`src/rtl/imem_loader_pkg.sv`:
```
// +--------------------------------------------------------------------------+
// | imem_loader_pkg : shared FSM encoding and sizing for the imem loader     |
// | Revision        : 1.0                                                    |
// +--------------------------------------------------------------------------+
`default_nettype none

package imem_loader_pkg;

  typedef enum logic [1:0] {
    ST_IDLE    = 2'd0,
    ST_COLLECT = 2'd1,
    ST_WRITE   = 2'd2,
    ST_DONE    = 2'd3
  } state_t;

  localparam int WORD_BYTES = 4;
  localparam int WORD_W     = 8 * WORD_BYTES;
  // Default instruction-memory size, shared with the memory itself.
  localparam int IMEM_BYTES = 256;

endpackage

`default_nettype wire

```
`src/rtl/imem_loader_if.sv`:
```
// +--------------------------------------------------------------------------+
// | imem_loader_if : host control, byte stream and memory write port        |
// | Revision       : 1.0                                                     |
// +--------------------------------------------------------------------------+
`default_nettype none

interface imem_loader_if #(
  parameter int ADDR_W = 64,
  parameter int CNT_W  = 16
);

  logic              start;
  logic [ADDR_W-1:0] base_addr;
  logic [CNT_W-1:0]  word_count;
  logic              in_valid;
  logic [7:0]        in_byte;
  logic              in_ready;
  logic              wr_en;
  logic [ADDR_W-1:0] wr_addr;
  logic [31:0]       wr_data;
  logic              busy;
  logic              cpu_hold;
  logic              done;
  logic              err;

  modport master (
    output start, base_addr, word_count, in_valid, in_byte,
    input  in_ready, wr_en, wr_addr, wr_data, busy, cpu_hold, done, err
  );

  modport slave (
    input  start, base_addr, word_count, in_valid, in_byte,
    output in_ready, wr_en, wr_addr, wr_data, busy, cpu_hold, done, err
  );

endinterface

`default_nettype wire

```
`src/rtl/imem_loader_byte_packer.sv`:
```
// +--------------------------------------------------------------------------+
// | imem_loader_byte_packer : little-endian 4-byte word assembly             |
// | Revision                : 1.0                                            |
// +--------------------------------------------------------------------------+
`default_nettype none

module imem_loader_byte_packer
  import imem_loader_pkg::*;
(
  input  logic              clk,
  input  logic              reset_n,
  input  logic              i_clear,
  input  logic              i_accept,
  input  logic [7:0]        i_byte,
  output logic [WORD_W-1:0] o_word,
  output logic              o_word_ready
);

  logic [1:0]        r_idx;
  logic [WORD_W-1:0] r_asm;
  logic [WORD_W-1:0] w_word;

  // Word including the byte being accepted this cycle, so the top can
  // register the complete word on the same edge as the final byte.
  always_comb begin
    w_word                          = r_asm;
    w_word[{r_idx, 3'b000} +: 8]    = i_byte;
  end

  always_ff @(posedge clk or negedge reset_n) begin
    if (!reset_n) begin
      r_idx <= 2'd0;
      r_asm <= '0;
    end else if (i_clear) begin
      r_idx <= 2'd0;
      r_asm <= '0;
    end else if (i_accept) begin
      r_asm <= w_word;
      r_idx <= r_idx + 2'd1;
    end
  end

  assign o_word       = w_word;
  assign o_word_ready = i_accept && (r_idx == 2'd3);

endmodule

`default_nettype wire

```
`src/rtl/imem_loader.sv`:
```
// +--------------------------------------------------------------------------+
// | imem_loader : byte stream to instruction-memory word writer, core hold   |
// | Revision    : 1.0                                                        |
// +--------------------------------------------------------------------------+
`default_nettype none

module imem_loader
  import imem_loader_pkg::*;
#(
  parameter int ADDR_W    = 64,
  parameter int MEM_BYTES = IMEM_BYTES,
  parameter int CNT_W     = 16
) (
  input  logic         clk,
  input  logic         reset_n,
  imem_loader_if.slave bus
);

  state_t            r_state;
  logic [ADDR_W-1:0] r_cur_addr;
  logic [CNT_W-1:0]  r_words_left;
  logic              r_in_ready;
  logic              r_wr_en;
  logic [ADDR_W-1:0] r_wr_addr;
  logic [31:0]       r_wr_data;
  logic              r_busy;
  logic              r_done;
  logic              r_err;

  logic              w_accept;
  logic              w_clear;
  logic [31:0]       w_word;
  logic              w_word_ready;
  logic [ADDR_W:0]   w_end_addr;
  logic              w_fits;

  assign w_accept   = bus.in_valid && r_in_ready;
  assign w_clear    = bus.start && ((r_state == ST_IDLE) || (r_state == ST_DONE));
  // One extra bit so a base near the top of the address space cannot wrap.
  assign w_end_addr = {1'b0, r_cur_addr} + (ADDR_W+1)'(WORD_BYTES);
  assign w_fits     = (w_end_addr <= (ADDR_W+1)'(MEM_BYTES));

  imem_loader_byte_packer u_packer (
    .clk          (clk),
    .reset_n      (reset_n),
    .i_clear      (w_clear),
    .i_accept     (w_accept),
    .i_byte       (bus.in_byte),
    .o_word       (w_word),
    .o_word_ready (w_word_ready)
  );

  always_ff @(posedge clk or negedge reset_n) begin
    if (!reset_n) begin
      r_state      <= ST_IDLE;
      r_cur_addr   <= '0;
      r_words_left <= '0;
      r_in_ready   <= 1'b0;
      r_wr_en      <= 1'b0;
      r_wr_addr    <= '0;
      r_wr_data    <= '0;
      r_busy       <= 1'b0;
      r_done       <= 1'b0;
      r_err        <= 1'b0;
    end else begin
      r_wr_en <= 1'b0;
      case (r_state)
        ST_IDLE, ST_DONE: begin
          if (bus.start) begin
            r_cur_addr   <= bus.base_addr;
            r_words_left <= bus.word_count;
            r_done       <= 1'b0;
            r_err        <= 1'b0;
            if (bus.base_addr[1:0] != 2'b00) begin
              r_state <= ST_DONE;
              r_done  <= 1'b1;
              r_err   <= 1'b1;
            end else if (bus.word_count == '0) begin
              r_state <= ST_DONE;
              r_done  <= 1'b1;
            end else begin
              r_state    <= ST_COLLECT;
              r_busy     <= 1'b1;
              r_in_ready <= 1'b1;
            end
          end
        end

        ST_COLLECT: begin
          // The write strobe is decided here so it is high in the WRITE cycle.
          if (w_word_ready) begin
            r_state    <= ST_WRITE;
            r_in_ready <= 1'b0;
            r_wr_en    <= w_fits;
            if (w_fits) begin
              r_wr_addr <= r_cur_addr;
              r_wr_data <= w_word;
            end
          end
        end

        ST_WRITE: begin
          if (r_wr_en) begin
            r_cur_addr   <= r_cur_addr + ADDR_W'(WORD_BYTES);
            r_words_left <= r_words_left - CNT_W'(1);
            if (r_words_left == CNT_W'(1)) begin
              r_state <= ST_DONE;
              r_busy  <= 1'b0;
              r_done  <= 1'b1;
            end else begin
              r_state    <= ST_COLLECT;
              r_in_ready <= 1'b1;
            end
          end else begin
            r_state <= ST_DONE;
            r_busy  <= 1'b0;
            r_done  <= 1'b1;
            r_err   <= 1'b1;
          end
        end

        default: r_state <= ST_IDLE;
      endcase
    end
  end

  assign bus.in_ready = r_in_ready;
  assign bus.wr_en    = r_wr_en;
  assign bus.wr_addr  = r_wr_addr;
  assign bus.wr_data  = r_wr_data;
  assign bus.busy     = r_busy;
  assign bus.cpu_hold = r_busy;
  assign bus.done     = r_done;
  assign bus.err      = r_err;

endmodule

`default_nettype wire

```
`src/flat_wrapper.sv`:
```
// flat-port wrapper written by rule: the top's interface ports become plain ports
module imem_loader_flat import imem_loader_pkg::*;
#(
  parameter int ADDR_W    = 64,
  parameter int MEM_BYTES = IMEM_BYTES,
  parameter int CNT_W     = 16
)
  (clk, reset_n, bus_start, bus_base_addr, bus_word_count, bus_in_valid, bus_in_byte, bus_in_ready, bus_wr_en, bus_wr_addr, bus_wr_data, bus_busy, bus_cpu_hold, bus_done, bus_err);
  imem_loader_if #(.ADDR_W(ADDR_W), .CNT_W(CNT_W)) bus_i ();
  input  logic clk;
  input  logic reset_n;
  input wire logic [$bits(bus_i.start)-1:0] bus_start;
  input wire logic [$bits(bus_i.base_addr)-1:0] bus_base_addr;
  input wire logic [$bits(bus_i.word_count)-1:0] bus_word_count;
  input wire logic [$bits(bus_i.in_valid)-1:0] bus_in_valid;
  input wire logic [$bits(bus_i.in_byte)-1:0] bus_in_byte;
  output wire logic [$bits(bus_i.in_ready)-1:0] bus_in_ready;
  output wire logic [$bits(bus_i.wr_en)-1:0] bus_wr_en;
  output wire logic [$bits(bus_i.wr_addr)-1:0] bus_wr_addr;
  output wire logic [$bits(bus_i.wr_data)-1:0] bus_wr_data;
  output wire logic [$bits(bus_i.busy)-1:0] bus_busy;
  output wire logic [$bits(bus_i.cpu_hold)-1:0] bus_cpu_hold;
  output wire logic [$bits(bus_i.done)-1:0] bus_done;
  output wire logic [$bits(bus_i.err)-1:0] bus_err;
  assign bus_i.start = bus_start;
  assign bus_i.base_addr = bus_base_addr;
  assign bus_i.word_count = bus_word_count;
  assign bus_i.in_valid = bus_in_valid;
  assign bus_i.in_byte = bus_in_byte;
  assign bus_in_ready = bus_i.in_ready;
  assign bus_wr_en = bus_i.wr_en;
  assign bus_wr_addr = bus_i.wr_addr;
  assign bus_wr_data = bus_i.wr_data;
  assign bus_busy = bus_i.busy;
  assign bus_cpu_hold = bus_i.cpu_hold;
  assign bus_done = bus_i.done;
  assign bus_err = bus_i.err;
  imem_loader #(.ADDR_W(ADDR_W), .MEM_BYTES(MEM_BYTES), .CNT_W(CNT_W)) u_core (.clk(clk), .reset_n(reset_n), .bus(bus_i));
endmodule
```
`config.mk`:
```
export PLATFORM = sky130hd
export DESIGN_NAME = imem_loader_flat
export DESIGN_NICKNAME = d
export VERILOG_FILES = /design/src/rtl/imem_loader_pkg.sv /design/src/rtl/imem_loader_if.sv /design/src/rtl/imem_loader_byte_packer.sv /design/src/rtl/imem_loader.sv /design/src/flat_wrapper.sv
export SDC_FILE = /design/constraint.sdc
export NUM_CORES = 1
export LEC_CHECK = 0
export BUFFER_PORTS_ARGS = -buffer_cell sky130_fd_sc_hd__buf_4
export CAP_MARGIN = 20
export CORE_MARGIN = 2
export CORE_UTILIZATION = 35
export DETAILED_ROUTE_END_ITERATION = 12
export PLACE_DENSITY = 0.63
export SYNTH_ARGS = -nofsm -noshare
export SYNTH_HDL_FRONTEND = slang
export SYNTH_SLANG_ARGS = --single-unit
```
`constraint.sdc`:
```
create_clock -name clk -period 6.9 [get_ports clk]
set_clock_uncertainty 0.2 [all_clocks]
set_input_delay 2.07 -clock clk [delete_from_list [all_inputs] [get_ports clk]]
set_output_delay 2.07 -clock clk [all_outputs]
set_load 0.03 [all_outputs]
```
; Word level (Yosys, flattened, before mapping)
; Index checks and enable logic that the tools add are counted.
[word_totals]
reg_bits = 217
input_bits = 92
out_inout_bits = 102
elab_cells = 90
[classes]
addsub = 5
magnitude_cmp = 1
n_eq_ne = 13
shifts = 2
n_mux = 40
reduce_logical = 17
[op_table]
columns = op, n
row1 = 64-bit two-way mux, 2
row2 = 64-bit one-hot mux with 2 select lines, 1
row3 = "64-bit by 3-bit adder with 65-bit output, second input constant", 1
row4 = "65-bit by 9-bit less-or-equal comparator with 1-bit output, second input constant", 1
row5 = "64-bit by 3-bit adder with 64-bit output, second input constant", 1
row6 = 32-bit two-way mux, 2
row7 = 32-bit bitwise mux, 1
row8 = 16-bit two-way mux, 2
row9 = 16-bit one-hot mux with 2 select lines, 1
row10 = "8-bit by 7-bit variable shift with 32-bit output, first input constant", 1
row11 = 8-bit by 7-bit indexed part select with 32-bit output, 1
row12 = 1-bit two-way mux, 18
row13 = "16-bit by 1-bit == test with 1-bit output, second input constant", 1
row14 = 16-bit zero test, 1
row15 = 2-bit two-way mux, 8
row16 = "16-bit by 1-bit subtractor with 16-bit output, second input constant", 1
row17 = "2-bit != test, second input constant", 6
row18 = 3-bit AND reduction, 4
row19 = 5-bit negation with 7-bit output, 1
row20 = "2-bit == test, second input constant", 3
row21 = 1-bit one-hot mux with 2 select lines, 3
row22 = 2-bit one-hot mux with 3 select lines, 1
row23 = 6-bit AND reduction, 1
row24 = 2-bit nonzero test, 3
row25 = other kinds (11), 13

; Depth between registers and ports, before layout
; Gate-level depths: netlist (run 1).
[depth]
word_depth = 5
ltp_mapped = 14

; By module
; Synthesis (run 1) repeated with hierarchy kept, for this count alone.
[unflattened]
cells_unflattened = 1301
hier_area_um2 = 11825.1
[modules_own_cells]
columns = mod, n_inst, cells_per_inst, area_each_um2, seq_area_each_um2
row1 = imem_loader, 1, 1064, 9760.6, 4579.4
row2 = imem_loader_byte_packer, 1, 237, 2064.5, 850.8

; Worst setup path before layout (run 1)
; OpenSTA, ideal clock, no wires.
[synth_path]
path_kind = input-to-reg
startpoint = input bus_in_valid
endpoint = register u_core.r_wr_addr[0] (netlist: u_core.bus.wr_addr[0])
setup_time_ns = 0.125
arrival_ns = 4.618
setup_slack_ns = 1.957
cell_stages = 9
n_path_buf = 2
cell_sequence = and2_1 o2111ai_1 or4_1 or4_1 or4_1 or4b_1 buf_2 buf_6 mux2_4
[synth_between]
elab_chain_cells = 3
[synth_lines]
columns = element, line_no
row1 = from (decl), flat_wrapper.sv:15  ; input wire logic [$bits(bus_i.in_valid)-1:0] bus_in_valid;
row2 = 1-bit logical AND, imem_loader.sv:37  ; assign w_accept = bus.in_valid && r_in_ready;
row3 = 1-bit logical AND, imem_loader_byte_packer.sv:44  ; assign o_word_ready = i_accept && (r_idx == 2'd3);
row4 = 3-bit AND reduction (no line), n/a
row5 = to (signal assigned), imem_loader.sv:96  ; r_wr_addr <= r_cur_addr;
row6 = to (decl), imem_loader.sv:24  ; logic [ADDR_W-1:0] r_wr_addr;
; No other way between the ends.
; A chain may end at the register's enable or synchronous reset.

; Final worst setup path (run 1)
[layout_path]
startpoint = input bus_in_valid
endpoint = register u_core.r_wr_addr[59] (netlist: u_core.bus.wr_addr[59])
; Same word-level chain as after synthesis.

==> results of run 1 <==
-- cell usage in the layout (no fill, tap or decap), types with 4 or more instances in the layout --
cell,n
xnor2_1,10
ha_1,10
inv_1,47
mux2i_1,26
o31ai_1,6
nand3_1,66
and4_1,17
mux2_4,41
nor3_1,22
dfrtp_1,217
o22ai_1,64
nand4_1,31
and3_1,26
clkbuf_16,26
or2_2,4
or4_1,10
or3_1,9
nor2b_1,8
nand2b_1,5
nand2_1,105
o21ai_0,90
and2_1,70
xor2_1,4
a22oi_1,5
a22o_1,32
a21oi_1,101
mux2_2,4
a31oi_1,7
nor4_1,22
a41oi_1,5
nor2_1,63
clkbuf_8,8
nor3b_1,4
buf_4,202
clkinv_2,4
-- metrics by stage --
step / instance area, µm² / cells
3_5_place_dp: 13650 / 1841
6_report: 14540 / 1888
4_1_cts: 14510 / 1886
2_1_floorplan: 12070 / 1304
5_1_grt: 14540 / 1887
3_3_place_gp: 13650 / 1841
-- critical path: cells and delay by family --
kind / cells / cell delay, ns
simple gates: 6 / 2.72
compound gates: 1 / 0.29
buf+inv: 3 / 0.58
-- routing by layer --
layer  GRT usage [%]  up-vias  share of wire (%)  wire length [µm]
li1                -     4982                  -                 -
met1           27.88     5018                 47             16430
met2           29.02      365                 44             15220
met3           2.896       46                6.5              2253
met4           4.323        2                2.1               733
met5               0        -              0.029                10
-- flip-flops by register name, summed over array words and instances (netlist names) --
name and flops:
u_core.bus.in_ready 1, u_core.bus.wr_addr 64, u_core.r_cur_addr 64, u_core.u_packer.r_asm 32
u_core.bus.busy 1, u_core.bus.done 1, u_core.bus.wr_en 1, u_core.r_state 2
u_core.bus.wr_data 32, u_core.bus.err 1, u_core.r_words_left 16, u_core.u_packer.r_idx 2
-- area by class of cell --
class                           instances  area [µm²]
Tap cell                              448       560.5
Multi-Input combinational cell        924        5928
Sequential cell                       217        5430
Clock buffer                           34       750.7
Inverter                               48       180.2
Antenna cell                            1       2.502
Fill cell                            3287       19160
Clock inverter                         11       110.1
Timing Repair Buffer                  205        1578
-- worst paths after layout --
kind,from,to,slack [ns]
worst min-delay path,u_core.bus.wr_addr[32]$_DFFE_PN0P_,u_core.bus.wr_addr[32]$_DFFE_PN0P_,0.29
worst max register to register,u_core.r_cur_addr[17]$_DFFE_PN0P_,u_core.bus.wr_addr[59]$_DFFE_PN0P_,1.67
worst max-delay path,bus_in_valid,u_core.bus.wr_addr[59]$_DFFE_PN0P_,1.42
worst min register to register,u_core.bus.wr_addr[32]$_DFFE_PN0P_,u_core.bus.wr_addr[32]$_DFFE_PN0P_,0.29
max in group asynchronous,reset_n,u_core.r_words_left[1]$_DFFE_PN0P_,3.98
min in group asynchronous,reset_n,u_core.bus.wr_addr[33]$_DFFE_PN0P_,1.42
-- report_power, final --
group | leakage, nW | total [W] | switching [W] | internal [W]
logic | 3.29 | 0.00196 | 0.00121 | 0.000744
registers | 2.80 | 0.00209 | 0.000524 | 0.00156
clock network | 0.424 | 0.00138 | 0.000570 | 0.000806
total | 6.51 | 0.00542 | 0.00231 | 0.00311
-- logic make-up after synthesis --
kind of cell    Yosys count
simple gates            478
compound gates          350
xor+xnor                 14
fa+ha+maj                11
mux                      71
buf+inv                 163
flops                   217
==> flow_summary.ini, run 1 <==
[outcome]
status = finished, final reports clean

[finish]
area_growth_pct = 20.51
nets = 1525
fin_util_pct = 43.15
drive_above_1_share_pct = 21.82

[route]
routedWlPerCell_um = 18.35
drt_iter0_drc = 752
wirelength_um = 34650
postRouteAntennaNets = 0
drcViolationCount = 0
vias = 10413
vias_per_cell = 5.515
drtPass1Iterations = 5

[worst_setup_path]
max_stage_delay_ns = 0.75
slowest_stage = or4b_4
crit_chain = buf_4 -> and2_1 -> o2111ai_1 -> or4_1 -> or4_1 -> or4_1 -> or4b_4 -> buf_16 -> buf_4 -> and2_1
ff2ff_path_depth = 12
path_common_cell = or4_1
cp_max_fo = 56
critPathKind = in -> reg
required_ns = 7.12
worst_ep_arrival_time_ns = 5.70
worst_setup_path_start_kind = input pin
worst_setup_path_end_kind = flop

[yosys]
synth_compound_area_share_pct = 17.83
synth-seq-area-share_pct = 45.01
synth_nets = 1407
synthAdderAreaFrac_pct = 1.141
synth_top_family_by_area = simple AND/OR/NAND/NOR gates
synthArstFlopShare_pct = 100.0
yosys.area.top_type = dfrtp_1
ys_types = 69
synth_most_common_cell = dfrtp_1
synth_simple_gate_area_share_pct = 21.36
syn_area_mm2 = 0.01207
synthMuxAreaShare_pct = 7.632
synth.top_cells.by_count = dfrtp_1 (217), nand2_1 (106), a21oi_1 (101), o21ai_0 (90), clkbuf_1 (76)
ys_ff_latch = 217
synth_warnings = 0
synth-xor-area-share_pct = 1.016
syn_area_per_cell_um2 = 9.253
netlist_instances = 1304
yosys_most_used_dff = dfrtp_1
synth_top_area_share_pct = 45.01
synth_edf_count = 0
ys_top_cells_by_area = dfrtp_1 (45%), mux2_4 (5.1%), a21oi_1 (4.2%)

[cts]
postCtsSetupRepairBufs = 0
max-clock-path-buffers = 3
h-tree-depth = 1
clk_pin_slew_worst_paths_ns = 0.06
clock_sinks = 217
cts_root_buf = clkbuf_16
clk_latency_ns = 0.54
cts_resized = 0
cts_tree = done
cts_inserted_buffers = 26
ctsHoldBuffers = 0

[sta]
rsz0062_at_grt = no
final-max-slew-violation-count = 0
setup_viol = 0
max_slew_margin_pct = 27.78
fin_tns_setup_ns = 0
holdWs_ns = 0.2858
worstMarginPinSlew_ns = 1.083
max_freq_mhz = 182.5
finalHoldViolCount = 0
finalCritPeriodShare_pct = 79.42
timing.final.ws_setup_ns = 1.420
period_needed_ns = 5.480

[global_route]
grt_pass1_vias = 9587
grt_max_degree = 110
grt-ovfl-total = 0
grt_first_pass_wirelength_um = 54680
track_usage_pct = 18.85
antenna_found_initial = 2

[job]
drv_cap = 0

[die]
design.core.area_mm2 = 0.03370
rows = 67
fp.dieW_um = 189.7
chipHeight_um = 189.7
io_pins = 194
start_util_pct = 35.80
die-area_mm2 = 0.03597

[placement]
dp_hpwl_um = 23870
port-buffer-count = 193
globalplace.congestion = 0.8809
preCtsSetupSlack_ns = 0.8415

[power_and_ir_drop]
ir_drop_mv = 0.2298
power.total_w = 0.005422
power.density_mw_per_mm2 = 372.9
power_leakage_nw = 6.508

[min_path]
hold_depth = 1
hold_class = reg -> reg
Power figures use the tool's default switching activity.
==> run 2, diff against run 1 <==
ABC_AREA = 1   (was unset)
clock period = 5.4 ns   (was 6.9 ns; I/O delays follow)
==> flow_summary.ini, run 2 <==
[outcome]
status = finished, final reports clean

[sta]
max_slew_margin_pct = 31.72
fin_tns_setup_ns = 0
finalHoldViolCount = 0
setup_viol = 0
final-max-slew-violation-count = 0
rsz0062_at_grt = no
max_freq_mhz = 238.8
worstMarginPinSlew_ns = 1.022
finalCritPeriodShare_pct = 77.54
period_needed_ns = 4.187

[cts]
clock_sinks = 217
h-tree-depth = 1
max-clock-path-buffers = 3
cts_tree = done
clk_latency_ns = 0.54
clk_pin_slew_worst_paths_ns = 0.06
cts_inserted_buffers = 25
ctsHoldBuffers = 0
cts_root_buf = clkbuf_16
cts_resized = 0
postCtsSetupRepairBufs = 0

[worst_setup_path]
cp_max_fo = 56
r2r_slack_ns = 1.21
crit_chain = ha_1 -> nand2_1 -> nor2_4 -> nand2_2 -> nor2_2 -> nand2_1 -> nand2_1 -> nand2_1 -> nor2_1 -> nand2_1 -> nor2_1 -> nand2_1 -> nor2_1 -> nand4_2 -> buf_4 -> inv_2 -> nor2_1
critPathKind = reg -> reg
path_common_cell = nand2_1
worst_setup_path_end_kind = flop
ff2ff_path_depth = 17
slowest_stage = inv_2
r2r-end = u_core.bus.wr_addr[51]$_DFFE_PN0P_
r2r-start = u_core.r_cur_addr[2]$_DFFE_PN0P_
worst_ep_arrival_time_ns = 4.35
required_ns = 5.57
max_stage_delay_ns = 0.75
worst_setup_path_start_kind = flop

[global_route]
grt_pass1_vias = 11129
track_usage_pct = 21.55
grt_max_degree = 143
grt_first_pass_wirelength_um = 61420
grt-ovfl-total = 0
antenna_found_initial = 2

[yosys]
yosys_most_used_dff = dfrtp_1
synth_top_family_by_area = simple AND/OR/NAND/NOR gates
ys_ff_latch = 217
synth_most_common_cell = nand2_1
syn_area_per_cell_um2 = 7.161
ys_types = 40
synthArstFlopShare_pct = 100.0
synth_nets = 1774
syn_area_mm2 = 0.01197
synth_compound_area_share_pct = 12.40
synth_simple_gate_area_share_pct = 30.70
synth_warnings = 0
ys_top_cells_by_area = dfrtp_1 (45%), nand2_1 (14%), nor2_1 (8.7%)
synth-seq-area-share_pct = 45.38
synth_top_area_share_pct = 45.38
synthMuxAreaShare_pct = 0
synth_edf_count = 0
synth.top_cells.by_count = nand2_1 (439), nor2_1 (277), dfrtp_1 (217), inv_1 (209), o21ai_0 (124)
synth-xor-area-share_pct = 0.8051
synthAdderAreaFrac_pct = 1.150
netlist_instances = 1671
yosys.area.top_type = dfrtp_1

[placement]
globalplace.congestion = 0.9312
placed_cells = 2252
dp_hpwl_um = 28200
place_area_mm2 = 0.01378
port-buffer-count = 193

[route]
drcViolationCount = 0
highest_layer = met4
vias_per_cell = 5.105
wl_met1_um = 17950
routedWlPerCell_um = 16.93
drt_iter0_drc = 947
vias = 11736
wirelength_um = 38920
dr_wl_met2_um = 16850
drtPass1Iterations = 5
dr_wl_met3_um = 2897
postRouteAntennaNets = 0

[min_path]
hold_depth = 2
hp-start = u_core.bus.wr_data[7]$_DFFE_PN0P_
hold-path-endpoint = u_core.bus.wr_data[7]$_DFFE_PN0P_
hold_class = reg -> reg

[die]
design.core.area_mm2 = 0.03362
rows = 67
die-area_mm2 = 0.03569
start_util_pct = 35.60
io_pins = 194
chipHeight_um = 188.9
fp.dieW_um = 188.9

[finish]
finalInstanceArea_mm2 = 0.01465
drive_above_1_share_pct = 14.71
nets = 1934
final_common_cell = nand2_1
area_growth_pct = 22.45
final_cell_mix = nand2_1 (439), nor2_1 (276), dfrtp_1 (217), inv_1 (208), buf_4 (201)
stdcell_count = 2299

[job]
drv_cap = 0

[power_and_ir_drop]
p_comb_share_pct = 38.9
p_int_w = 0.003955
power.total_w = 0.006881
p_sw_share_pct = 42.53
power_leakage_nw = 7.010
p_seq_share_pct = 34.8
power.density_mw_per_mm2 = 469.6
p_clk_share_pct = 26.3
p_sw_w = 0.002927
ir_drop_mv = 0.5398
-- run 2: changes by cell type in the layout (fill, tap and decap cells not counted), sizes merged, moves of 17 or more --
cell	delta
nand2	+336
nor2	+224
inv	+165
a21oi	-69
and2	-69
mux2	-45
o21ai	+34
a22o	-31
nand4	+29
o22ai	+27
and3	-26
mux2i	-26
nor4	-19
and4	-17
-- run 2: how the worst max path moves through the flow --
| stage | start | endpoint | slack (ns) | depth (start not counted) |
|---|---|---|---|---|
| after floorplan | bus_start | u_core.r_cur_addr[5]$_DFFE_PN0P_ | 2.23 | 6 |
| after global placement | bus_in_valid | u_core.bus.wr_addr[33]$_DFFE_PN0P_ | 0.97 | 13 |
| after detailed placement | bus_in_valid | u_core.bus.wr_addr[54]$_DFFE_PN0P_ | 0.84 | 13 |
| after CTS | u_core.r_cur_addr[2]$_DFFE_PN0P_ | u_core.bus.wr_addr[12]$_DFFE_PN0P_ | 1.21 | 17 |
| after global routing | u_core.r_cur_addr[10]$_DFFE_PN0P_ | u_core.bus.wr_addr[54]$_DFFE_PN0P_ | 0.67 | 16 |
| final | u_core.r_cur_addr[2]$_DFFE_PN0P_ | u_core.bus.wr_addr[51]$_DFFE_PN0P_ | 1.21 | 17 |
-- run 2: cells by family after synthesis --
group,Yosys count
AOI/OAI and AO/OA,265
xor gates and xnor gates,11
adders and majority gates,11
buffers and inverters,287
DFF,217
and+or+nand+nor,880
-- run 2: stage by stage --
stage	utilization [%]	setup slack (ns)	hold WS, ns
floorplan	-	2.230	0.2642
CTS	43.57	1.210	0.2748
finish	43.59	1.213	0.2716
global placement	40.99	0.9705	0.2608
detailed placement	40.99	0.8435	0.2600
global route	43.57	0.6697	0.2861
-- run 2: cell type report --
type | instances | area (µm²)
fill | 3449 | 18960
clock buffer | 36 | 716.9
multi-input combinational | 1167 | 5413
inverter | 216 | 810.8
tap | 448 | 560.5
antenna | 2 | 5.005
clock inverter | 9 | 152.6
timing repair buffer | 204 | 1564
sequential | 217 | 5430
-- run 2: per-layer routing --
| layer | track usage (%) | vias to the layer above |
|---|---|---|
| li1 | - | 5720 |
| met1 | 31.30 | 5506 |
| met2 | 32.69 | 446 |
| met3 | 3.670 | 64 |
| met4 | 6.791 | 0 |
| met5 | 0 | - |
-- run 2: power groups by stage --
| stage | clock (W) | sequential, W | combinational, W |
|---|---|---|---|
| global route | 0.00192 | 0.00245 | 0.00302 |
| global placement | 0 | 0.00240 | 0.00263 |
| CTS | 0.00185 | 0.00239 | 0.00267 |
| floorplan | 0 | 0.00230 | 0.00194 |
| detailed placement | 0 | 0.00241 | 0.00266 |
| finish | 0.00181 | 0.00240 | 0.00268 |
-- run 2: critical path: cells and delay by family (launching register included) --
family	cells	cell delay, ns
and+or+nand+nor	14	1.98
buffers and inverters	2	1.03
adders and majority gates	1	0.28
DFF	1	0.46
==> run 3, diff against run 2 <==
ABC_AREA = 0   (was 1)
clock period = 4.2 ns   (was 5.4 ns; I/O delays follow)
==> flow_summary.ini, run 3 (synthesis gave the netlist of run 1 again) <==
[outcome]
status = finished with violations
violations = negative setup slack

[worst_setup_path]
worst_setup_path_start_kind = flop
worstSetupStartpoint = u_core.r_cur_addr[2]$_DFFE_PN0P_
cp_max_fo = 14
critPathBufInv = 2
r2r_slack_ns = -0.16
max_stage_delay_ns = 0.56
crit_chain = nand4_4 -> nor4_4 -> nand3_2 -> o221a_1 -> or4_4 -> or4_4 -> or4_1 -> or4b_4 -> buf_12 -> buf_12 -> mux2_4
worst_setup_path_end_kind = flop
crit_cells = 11
critPathKind = reg -> reg
crit_family = simple AND/OR/NAND/NOR gates
r2r-start = u_core.r_cur_addr[2]$_DFFE_PN0P_
ff2ff_path_depth = 11
r2r-end = u_core.bus.wr_addr[3]$_DFFE_PN0P_
crit_end = u_core.bus.wr_addr[3]$_DFFE_PN0P_
required_ns = 4.42
slowest_stage = or4b_4
worst_ep_arrival_time_ns = 4.58

[finish]
fillers = 3243
area_growth_pct = 30.17
final_cell_mix = buf_4 (310), dfrtp_1 (215), nand2_1 (105), a21oi_1 (101), o21ai_0 (90)
nets = 1645
seqCellArea_mm2 = 0.005433
final_common_cell = buf_4
multi_input_area_mm2 = 0.006043
finalInstanceArea_mm2 = 0.01571
drive_above_1_share_pct = 29.13
fin_util_pct = 46.60

[sta]
max_slew_margin_pct = 30.88
finalHoldViolCount = 0
finalCritPeriodShare_pct = 103.8
final-max-slew-violation-count = 0
setup_viol = 94
rsz0062_at_grt = yes
worstMarginPinSlew_ns = 1.037
holdWs_ns = 0.2850
timing.final.ws_setup_ns = -0.1607
max_freq_mhz = 229.3
period_needed_ns = 4.361

[die]
io_pins = 194
design.core.area_mm2 = 0.03370
fp.dieW_um = 189.7
die-area_mm2 = 0.03597
chipHeight_um = 189.7
rows = 67
start_util_pct = 35.80

[route]
postRouteAntennaNets = 0
drtPass1Iterations = 5
drcViolationCount = 0
vias = 10990
routedWlPerCell_um = 18.20
vias_per_cell = 5.465
wirelength_um = 36600
drt_iter0_drc = 692

[cts]
cts_tree = done
cts_root_buf = clkbuf_16
max-clock-path-buffers = 3
clock_sinks = 217
clk_latency_ns = 0.54
h-tree-depth = 1
cts_inserted_buffers = 26
clk_pin_slew_worst_paths_ns = 0.06

[power_and_ir_drop]
power_leakage_nw = 7.172
power.density_mw_per_mm2 = 612.3
ir_drop_mv = 0.4216

[global_route]
track_usage_pct = 19.66
grt_first_pass_wirelength_um = 57460
grt_max_degree = 97
use_met3_pct = 2.583
antenna_found_initial = 1
grt_pass1_vias = 10522
grt-busiest-layer = met2
grtUsageMet1_pct = 27.82
grtUsageMet2_pct = 31.81
grt-ovfl-total = 0

[placement]
port-buffer-count = 193
globalplace.congestion = 0.8984
dp_hpwl_um = 25840
place_area_mm2 = 0.01452

[min_path]
hold_depth = 1
hold_class = reg -> reg

[job]
drv_cap = 0
-- run 3: cell types whose count changed in the layout (fill, tap and decap cells not counted), sizes merged, moves of 27 or more --
cell	before	now
a21oi	32	101
a22o	1	32
and2	1	70
buf	204	323
inv	215	48
mux2	0	45
nand2	442	106
nand4	63	34
nor2	289	65
o21ai	126	92
o22ai	91	64
-- run 3: final cells by class --
type,instances,area share (%)
antenna,1,0.01593
clock buffer,33,4.501
clock inverter,15,1.155
inverter,48,1.147
multi-input combinational,924,38.48
sequential,217,34.59
tap,448,3.569
timing repair buffer,325,16.54
-- run 3: worst register-to-register path, delay by kind of cell (launching register included) --
kind                   cells  cell delay (ns)
AO/OA/AOI/OAI              1             0.23
AND/OR/NAND/NOR            7             2.77
multiplexers               1             0.31
buffers and inverters      2             0.33
flip-flops                 1             0.43
-- run 3: routing by layer --
layer	part of all wire (%)	vias up
li1	-	5237
met1	46	5302
met2	45	396
met3	6.0	55
met4	2.7	0
met5	0	-
-- run 3: through the flow --
step	cells	setup TNS, ns	worst slack, ns	total power, W
after global routing	2010	-17.35	-0.2426	0.01026
final	2011	-9.070	-0.1607	0.009616
after floorplan	1304	0	0.02406	0.005730
after global placement	1950	-26.46	-0.3568	0.007092
after CTS	2002	-4.239	-0.1255	0.009597
after detailed placement	1950	-27.44	-0.3735	0.007186
-- run 3: worst min path at each step --
stage	from	end	slack, ns
floorplan	u_core.u_packer.r_asm[0]$_DFFE_PN0P_	u_core.u_packer.r_asm[0]$_DFFE_PN0P_	0.27
global placement	u_core.bus.wr_addr[63]$_DFFE_PN0P_	u_core.bus.wr_addr[63]$_DFFE_PN0P_	0.27
detailed placement	u_core.bus.wr_addr[12]$_DFFE_PN0P_	u_core.bus.wr_addr[12]$_DFFE_PN0P_	0.27
CTS	u_core.bus.wr_addr[50]$_DFFE_PN0P_	u_core.bus.wr_addr[50]$_DFFE_PN0P_	0.29
global route	u_core.bus.wr_addr[42]$_DFFE_PN0P_	u_core.bus.wr_addr[42]$_DFFE_PN0P_	0.30
finish	u_core.bus.wr_addr[50]$_DFFE_PN0P_	u_core.bus.wr_addr[50]$_DFFE_PN0P_	0.29
-- run 3: report_power, final --
part | internal [W] | switching, W
registers | 0.00257 | 0.000469
clock network | 0.00139 | 0.000957
logic | 0.00168 | 0.00255
total | 0.00564 | 0.00398
-- run 3: what timing repair did --
| action | 4_1_cts | 5_1_grt |
|---|---|---|
| hold buffers | 0 | 0 |
| setup endpoints to repair | 95 | 95 |
| cloned | 2 | 2 |
| pin swaps | 1 | 8 |
| setup buffers | 2 | 6 |
| gates resized for setup | 14 | 17 |
